<file path="config.mk">
export PLATFORM = sky130hd
export DESIGN_NAME = ras_predictor_flat
export DESIGN_NICKNAME = d
export VERILOG_FILES = /design/src/rtl/ras_if.sv /design/src/rtl/ras_predictor.sv /design/src/flat_wrapper.sv
export SDC_FILE = /design/constraint.sdc
export NUM_CORES = 1
export LEC_CHECK = 0
export ABC_CLOCK_PERIOD_IN_PS = 1850
export CAP_MARGIN = 20
export CORE_ASPECT_RATIO = 0.7
export CORE_MARGIN = 1
export CORE_UTILIZATION = 50
export CTS_CLUSTER_SIZE = 8
export DETAILED_ROUTE_END_ITERATION = 8
export PLACE_DENSITY = 0.75
export SYNTH_ARGS = -nofsm -noshare
export SYNTH_HDL_FRONTEND = slang
export SYNTH_SLANG_ARGS = --single-unit
</file>
<file path="constraint.sdc">
create_clock -name clk -period 1.85 [get_ports clk]
set_clock_uncertainty 0.1 [all_clocks]
set_input_delay 0.2775 -clock clk [delete_from_list [all_inputs] [get_ports clk]]
set_output_delay 0.2775 -clock clk [all_outputs]
set_load 0.005 [all_outputs]
</file>
<file path="src/rtl/ras_if.sv">
// Return-address-stack port bundle between fetch (master) and the predictor (slave).
interface ras_if #(
  parameter int unsigned RAS_DEPTH        = 8,
  parameter int unsigned RAS_TARGET_WIDTH = 12
);
  localparam int unsigned LOG_RAS_DEPTH = $clog2(RAS_DEPTH);

  logic                        push_valid;
  logic [RAS_TARGET_WIDTH-1:0] push_target;
  logic                        pop_valid;
  logic                        restore_valid;
  logic [LOG_RAS_DEPTH-1:0]    restore_index;
  logic [LOG_RAS_DEPTH:0]      restore_count;
  logic [RAS_TARGET_WIDTH-1:0] restore_top_target;
  logic [RAS_TARGET_WIDTH-1:0] pop_target;
  logic [LOG_RAS_DEPTH-1:0]    ras_index;
  logic [LOG_RAS_DEPTH:0]      ras_count;
  logic                        underflow;

  modport master (
    output push_valid, push_target, pop_valid,
    output restore_valid, restore_index, restore_count, restore_top_target,
    input  pop_target, ras_index, ras_count, underflow
  );

  modport slave (
    input  push_valid, push_target, pop_valid,
    input  restore_valid, restore_index, restore_count, restore_top_target,
    output pop_target, ras_index, ras_count, underflow
  );
endinterface

</file>
<file path="src/rtl/ras_predictor.sv">
// Circular return-address stack with checkpoint restore for branch prediction.
// Optional RAS_TOP_REPAIR_EN: restore also rewrites the checkpointed top entry.
module ras_predictor #(
  parameter int unsigned RAS_DEPTH        = 8,
  parameter int unsigned RAS_TARGET_WIDTH = 12
) (
  input  logic clk,
  input  logic rst,
  ras_if.slave ras
);
  localparam int unsigned LOG_RAS_DEPTH = $clog2(RAS_DEPTH);
  localparam int unsigned CNT_W         = LOG_RAS_DEPTH + 1;

  logic [RAS_TARGET_WIDTH-1:0] entry_q [RAS_DEPTH];
  logic [LOG_RAS_DEPTH-1:0]    ptr_q, ptr_d;
  logic [CNT_W-1:0]            count_q, count_d;
  logic                        underflow_q, underflow_d;
  logic                        wr_en;
  logic [LOG_RAS_DEPTH-1:0]    wr_idx;
  logic [RAS_TARGET_WIDTH-1:0] wr_data;

  // Next-state: restore outranks push/pop; push+pop replaces the top in place.
  always_comb begin
    ptr_d       = ptr_q;
    count_d     = count_q;
    underflow_d = 1'b0;
    wr_en       = 1'b0;
    wr_idx      = ptr_q;
    wr_data     = ras.push_target;
    if (ras.restore_valid) begin
      ptr_d   = ras.restore_index;
      count_d = (ras.restore_count > CNT_W'(RAS_DEPTH)) ? CNT_W'(RAS_DEPTH)
                                                        : ras.restore_count;
`ifdef RAS_TOP_REPAIR_EN
      wr_en   = 1'b1;
      wr_idx  = ras.restore_index;
      wr_data = ras.restore_top_target;
`endif
    end else if (ras.push_valid && ras.pop_valid) begin
      wr_en       = 1'b1;
      underflow_d = (count_q == '0);
    end else if (ras.push_valid) begin
      ptr_d   = ptr_q + LOG_RAS_DEPTH'(1);
      wr_en   = 1'b1;
      wr_idx  = ptr_q + LOG_RAS_DEPTH'(1);
      count_d = (count_q == CNT_W'(RAS_DEPTH)) ? count_q : count_q + CNT_W'(1);
    end else if (ras.pop_valid) begin
      ptr_d       = ptr_q - LOG_RAS_DEPTH'(1);
      count_d     = (count_q != '0) ? count_q - CNT_W'(1) : '0;
      underflow_d = (count_q == '0);
    end
  end

`ifndef RAS_TOP_REPAIR_EN
  // Checkpointed top value only matters when top repair is built in.
  logic unused_restore_top;
  assign unused_restore_top = ^ras.restore_top_target;
`endif

  always_ff @(posedge clk) begin
    if (rst) begin
      ptr_q       <= '0;
      count_q     <= '0;
      underflow_q <= 1'b0;
      for (int i = 0; i < int'(RAS_DEPTH); i++) entry_q[i] <= '0;
    end else begin
      ptr_q       <= ptr_d;
      count_q     <= count_d;
      underflow_q <= underflow_d;
      if (wr_en) entry_q[wr_idx] <= wr_data;
    end
  end

  assign ras.pop_target = entry_q[ptr_q];
  assign ras.ras_index  = ptr_q;
  assign ras.ras_count  = count_q;
  assign ras.underflow  = underflow_q;
endmodule
</file>
<file path="src/flat_wrapper.sv">
// flat-port wrapper written by rule: the top's interface ports become plain ports
module ras_predictor_flat 
#(
  parameter int unsigned RAS_DEPTH        = 8,
  parameter int unsigned RAS_TARGET_WIDTH = 12
)
  (clk, rst, ras_push_valid, ras_push_target, ras_pop_valid, ras_restore_valid, ras_restore_index, ras_restore_count, ras_restore_top_target, ras_pop_target, ras_ras_index, ras_ras_count, ras_underflow);
  ras_if #(.RAS_DEPTH(RAS_DEPTH), .RAS_TARGET_WIDTH(RAS_TARGET_WIDTH)) ras_i ();
  input  logic clk;
  input  logic rst;
  input wire logic [$bits(ras_i.push_valid)-1:0] ras_push_valid;
  input wire logic [$bits(ras_i.push_target)-1:0] ras_push_target;
  input wire logic [$bits(ras_i.pop_valid)-1:0] ras_pop_valid;
  input wire logic [$bits(ras_i.restore_valid)-1:0] ras_restore_valid;
  input wire logic [$bits(ras_i.restore_index)-1:0] ras_restore_index;
  input wire logic [$bits(ras_i.restore_count)-1:0] ras_restore_count;
  input wire logic [$bits(ras_i.restore_top_target)-1:0] ras_restore_top_target;
  output wire logic [$bits(ras_i.pop_target)-1:0] ras_pop_target;
  output wire logic [$bits(ras_i.ras_index)-1:0] ras_ras_index;
  output wire logic [$bits(ras_i.ras_count)-1:0] ras_ras_count;
  output wire logic [$bits(ras_i.underflow)-1:0] ras_underflow;
  assign ras_i.push_valid = ras_push_valid;
  assign ras_i.push_target = ras_push_target;
  assign ras_i.pop_valid = ras_pop_valid;
  assign ras_i.restore_valid = ras_restore_valid;
  assign ras_i.restore_index = ras_restore_index;
  assign ras_i.restore_count = ras_restore_count;
  assign ras_i.restore_top_target = ras_restore_top_target;
  assign ras_pop_target = ras_i.pop_target;
  assign ras_ras_index = ras_i.ras_index;
  assign ras_ras_count = ras_i.ras_count;
  assign ras_underflow = ras_i.underflow;
  ras_predictor #(.RAS_DEPTH(RAS_DEPTH), .RAS_TARGET_WIDTH(RAS_TARGET_WIDTH)) u_core (.clk(clk), .rst(rst), .ras(ras_i));
endmodule
</file>
# Yosys cells after proc, flatten, opt, wreduce, memory -nomap -nowiden
# Memory sizes are Yosys's and may differ from the RTL's. A register that Yosys moved wholly into a read port is not among the register bits.
# Cells that the tools add are included.
# op_classes
eq_ne	3
n_addsub	4
mux	30
order_cmp	1
reduce_logical	8
# op_table
op	count
3-bit two-way mux	10
4-bit two-way mux	7
1-bit two-way mux	12
12-bit two-way mux	1
12-bit OR reduction	1
4-bit by 1-bit adder with 4-bit output, second input constant	1
4-bit equality test, second input constant	1
4-bit > comparator, second input constant	1
4-bit logical NOT	1
4-bit nonzero test	1
4-bit by 1-bit subtractor with 4-bit output, second input constant	1
3-bit by 1-bit adder with 3-bit output, second input constant	1
3-bit inequality test, second input constant	1
3-bit AND reduction	1
3-bit nonzero test	1
3-bit by 1-bit subtractor with 3-bit output, second input constant	1
2-bit inequality test, second input constant	1
2-bit AND reduction	1
2-bit OR reduction	1
1-bit logical AND	1
# word_totals
regBits	8
wordCells	50
ramBits	96
n_memories	1
output_inout_bits	20
# memory_table
memory	words	word_bits	rd	rd_clocked_by_memory_dff	write_ports	line	text
u_core.entry_q	8	12	1	1	8	ras_predictor.sv:14	logic [RAS_TARGET_WIDTH-1:0] entry_q [RAS_DEPTH];

# Logic depth before layout (Yosys ltp)
# depth
word_depth	8
depth_mapped	7

# Least setup slack after synthesis
# No wires, ideal clock.
# synth_timing
path_kind	reg2reg
from	register u_core.ptr_q[0] (netlist: u_core.ras.ras_index[0])
to	memory u_core.entry_q[4][0], enable pin
path_stages_with_launch	7
path_slack_ns	-0.177
arrival_ns	1.605
synth_period_minus_slack_ns	2.027
path_cell_list	dfxtp_1 > inv_1 > ha_1 > mux2i_1 > nand2_1 > nor3b_4 > or2_2
# synth_lines
element	line	text
start, declared	ras_predictor.sv:15	logic [LOG_RAS_DEPTH-1:0] ptr_q, ptr_d;
start signal, assigned	ras_predictor.sv:67	ptr_q <= ptr_d;
end, declared	ras_predictor.sv:14	

==> impl_metrics.json <==
{
  "dp_hpwl_mm": 7.67,
  "fin_nets": 508,
  "wl_per_cell_um": 25.7,
  "placed_cells": 544,
  "viasPerCell": 6.15,
  "cts_buffer_depth": 2,
  "die_x_um": 124,
  "numCtsBuffers": 9,
  "critPathLaunchType": "register",
  "cts_hold_buffers": 0,
  "grt_remaining_overflow": 0,
  "start_util_pct": 52.5,
  "timing.rr.start": "u_core.ras.ras_index[0]",
  "finalWorstSetupSlack_ps": -536,
  "post-route-drc-count": 0,
  "grt_start_max_net_pins": 26,
  "drive_gt1_share_pct": 50.5,
  "syn_area_sq_um": 5180,
  "grt_pass1_wl_mm": 20.0,
  "clk_latency_ps": 340,
  "antenna_found_initial": 0,
  "holdPathEnd": "u_core.ras.ras_index[0]",
  "worstPathRequired_ps": 1470,
  "seq_area_frac_synth_pct": 59.9,
  "power_density_nw_per_um2": 837,
  "r2r_end": "u_core.entry_q[4][9]",
  "fin_crit_ps": 2390,
  "synth_edf_count": 96,
  "crit_chain": "buf_12, buf_8, mux4_2, mux2_4, buf_6",
  "area_growth_pct": 39.9,
  "vdd_drop_max_v": 0.000444,
  "min-delay-start": "ras_restore_index[0]",
  "worstMarginPinSlew_ps": 430,
  "cpPeakStageDelay_ps": 510,
  "grt_pass1_vias": 3417,
  "vias": 3683,
  "fmax_ghz": 0.419,
  "outcome": "finished with violations",
  "place.gp.congestion": 0.832,
  "ys_ff_latch": 107,
  "clk_pin_slew_ps": 60,
  "core_area_sq_um": 9870,
  "worstHoldPathCells": 3,
  "port_buffers": 43,
  "layoutNonFillerInstCount": 599,
  "yosysWarningCount": 0,
  "die-height_um": 87.2,
  "drtIter0Drc": 407,
  "tns_ps": -22720,
  "finalSetupViolCount": 180,
  "syn_nets": 393,
  "endpoint_kind": "output port",
  "cts.sink_count": 107,
  "dieArea_sq_um": 10800,
  "slowest_stage": "mux4_2",
  "dp_worst_setup_slack_ps": -596,
  "synth.distinct_cells": 45,
  "p_leak_nw": 2.84,
  "synth_ff_type": "edfxtp_1",
  "tritoncts": "built",
  "routed_wl_mm": 15.4,
  "violations": "setup timing",
  "grtUsageTotal_pct": 26.9,
  "io_pins": 56,
  "maxCapViolCount": 0,
  "critPathArrivalTime_ps": 2010,
  "async_flop_share_pct": 0,
  "rsz0062_at_grt": "yes",
  "avgSynthCellArea_sq_um": 14.8,
  "post-route-util_pct": 73.4,
  "r2r_slack_ps": -190,
  "first_pass_iters": 4,
  "cp_max_fo": 6,
  "htreeDepth": 3,
  "diodes": 0,
  "hold_violations": 0,
  "slew_headroom_pct": 71.3,
  "root_buffer": "clkbuf_16",
  "postRouteAntennaNets": 0,
  "path_class": "reg2out",
  "finalCritPeriodShare_pct": 129,
  "hold_class": "in2reg",
  "netlist_instances": 351,
  "reg2regPathDepth": 6,
  "slew_viol_final": 0,
  "rows": 30
}
==> cells in the final DEF (no fill, tap or decap), types with 3 or more instances in the layout <==
master,n
a211oi_1,4
a21oi_1,6
and2_1,35
and2_4,61
buf_12,8
buf_4,35
buf_6,32
buf_8,4
bufinv_16,3
clkbuf_16,12
clkdlybuf4s50_1,28
dfxtp_1,6
dfxtp_4,4
dlygate4sd2_1,3
edfxtp_1,96
ha_1,3
ha_4,3
inv_1,6
mux2_4,11
mux4_2,24
nand2_1,3
nor2_1,10
nor2b_1,5
nor3_4,4
or2_4,16
==> layout make-up <==
| type | instances | area, sq um |
|---|---|---|
| multi-input combinational | 225 | 2340 |
| tap | 128 | 160 |
| clock buffer | 11 | 233 |
| inverter | 7 | 31.3 |
| clock inverter | 5 | 103 |
| sequential | 107 | 3120 |
| timing repair buffer | 116 | 1260 |
| fill | 533 | 2620 |
==> per-stage QoR <==
step	total power (W)	hold slack, ps	area, sq um
floorplan	0.00326	320	5250
global placement	0.00364	468	6080
detailed placement	0.00366	483	6080
CTS	0.00594	424	6950
global route	0.00621	441	7250
finish	0.00607	424	7250
==> synthesized netlist by cell type, types with 2 or more instances <==
cell,count,area (sq um)
a211oi_1,4,30.0
mux4_2,24,541
mux2_2,13,146
clkbuf_1,6,22.5
dfxtp_1,11,220
nor3b_4,2,37.5
nand3b_1,2,15.0
a21oi_1,7,35.0
nand2_1,4,15.0
nor2_1,10,37.5
nor2b_1,5,31.3
nor3_2,4,40.0
nor4_1,2,12.5
edfxtp_1,96,2880
ha_1,6,75.1
buf_4,5,37.5
nor3_1,2,10.0
inv_1,7,26.3
and3_1,4,25.0
nand2b_1,2,12.5
or2_2,8,50.1
and2_1,96,601
buf_2,7,35.0
nor3b_1,2,15.0
a211o_1,2,17.5
==> repair_timing <==
item / CTS / global route
pin swaps: 24 / 13
gates cloned: 10 / 3
setup buffers: 23 / 5
resized for setup: 125 / 71
endpoints found under the setup margin: 205 / 206
==> metal layers <==
layer	wire length, um	global-route usage, %	vias up
met5	0	0	-
met4	477	10.7	0
met3	1460	7.40	41
met2	7390	41.0	220
met1	6100	36.7	1889
li1	-	-	1533
==> registers in the layout, summed over array words and instances (netlist names), named ones only <==
| signal | cells |
|---|---|
| u_core.ras.ras_count | 4 |
| u_core.entry_q | 96 |
| u_core.ras.ras_index | 3 |
| u_core.ras.underflow | 1 |
==> where the power goes <==
group	switching, W	internal [W]
Combinational	0.000464	0.000603
Sequential	0.0000746	0.00274
Clock	0.000860	0.00132
==> logic make-up (layout without fill, tap and decap cells) <==
kind of cell | Yosys count | in the layout | share of synthesized area, %
and+or+nand+nor | 149 | 157 | 18.5
AOI/OAI and AO/OA | 19 | 19 | 2.44
adders and majority gates | 6 | 6 | 1.45
buffers and inverters | 27 | 139 | 2.63
xor gates and xnor gates | 4 | 4 | 1.18
DFF | 107 | 107 | 59.9
muxes | 39 | 39 | 13.9
==> worst max-delay path: cells and delay by family (launching register included) <==
family,cells,cell delay (ps)
flip-flops,1,460
multiplexers,2,810
buffers and inverters,3,380
==> how the worst max path moves through the flow <==
stage / from / end / slack, ps / cells after the start
after CTS: register / ras_pop_target[2] / -520 / 5
after detailed placement: ras_push_valid / u_core.entry_q[2][1] / -600 / 7
after global placement: ras_push_valid / u_core.entry_q[4][7] / -520 / 7
after global routing: register / ras_pop_target[2] / -560 / 5
final: register / ras_pop_target[2] / -540 / 5
after floorplan: ras_pop_valid / u_core.entry_q[4][0] / -1 / 5
No activity file was read; power rests on OpenSTA's default activity.
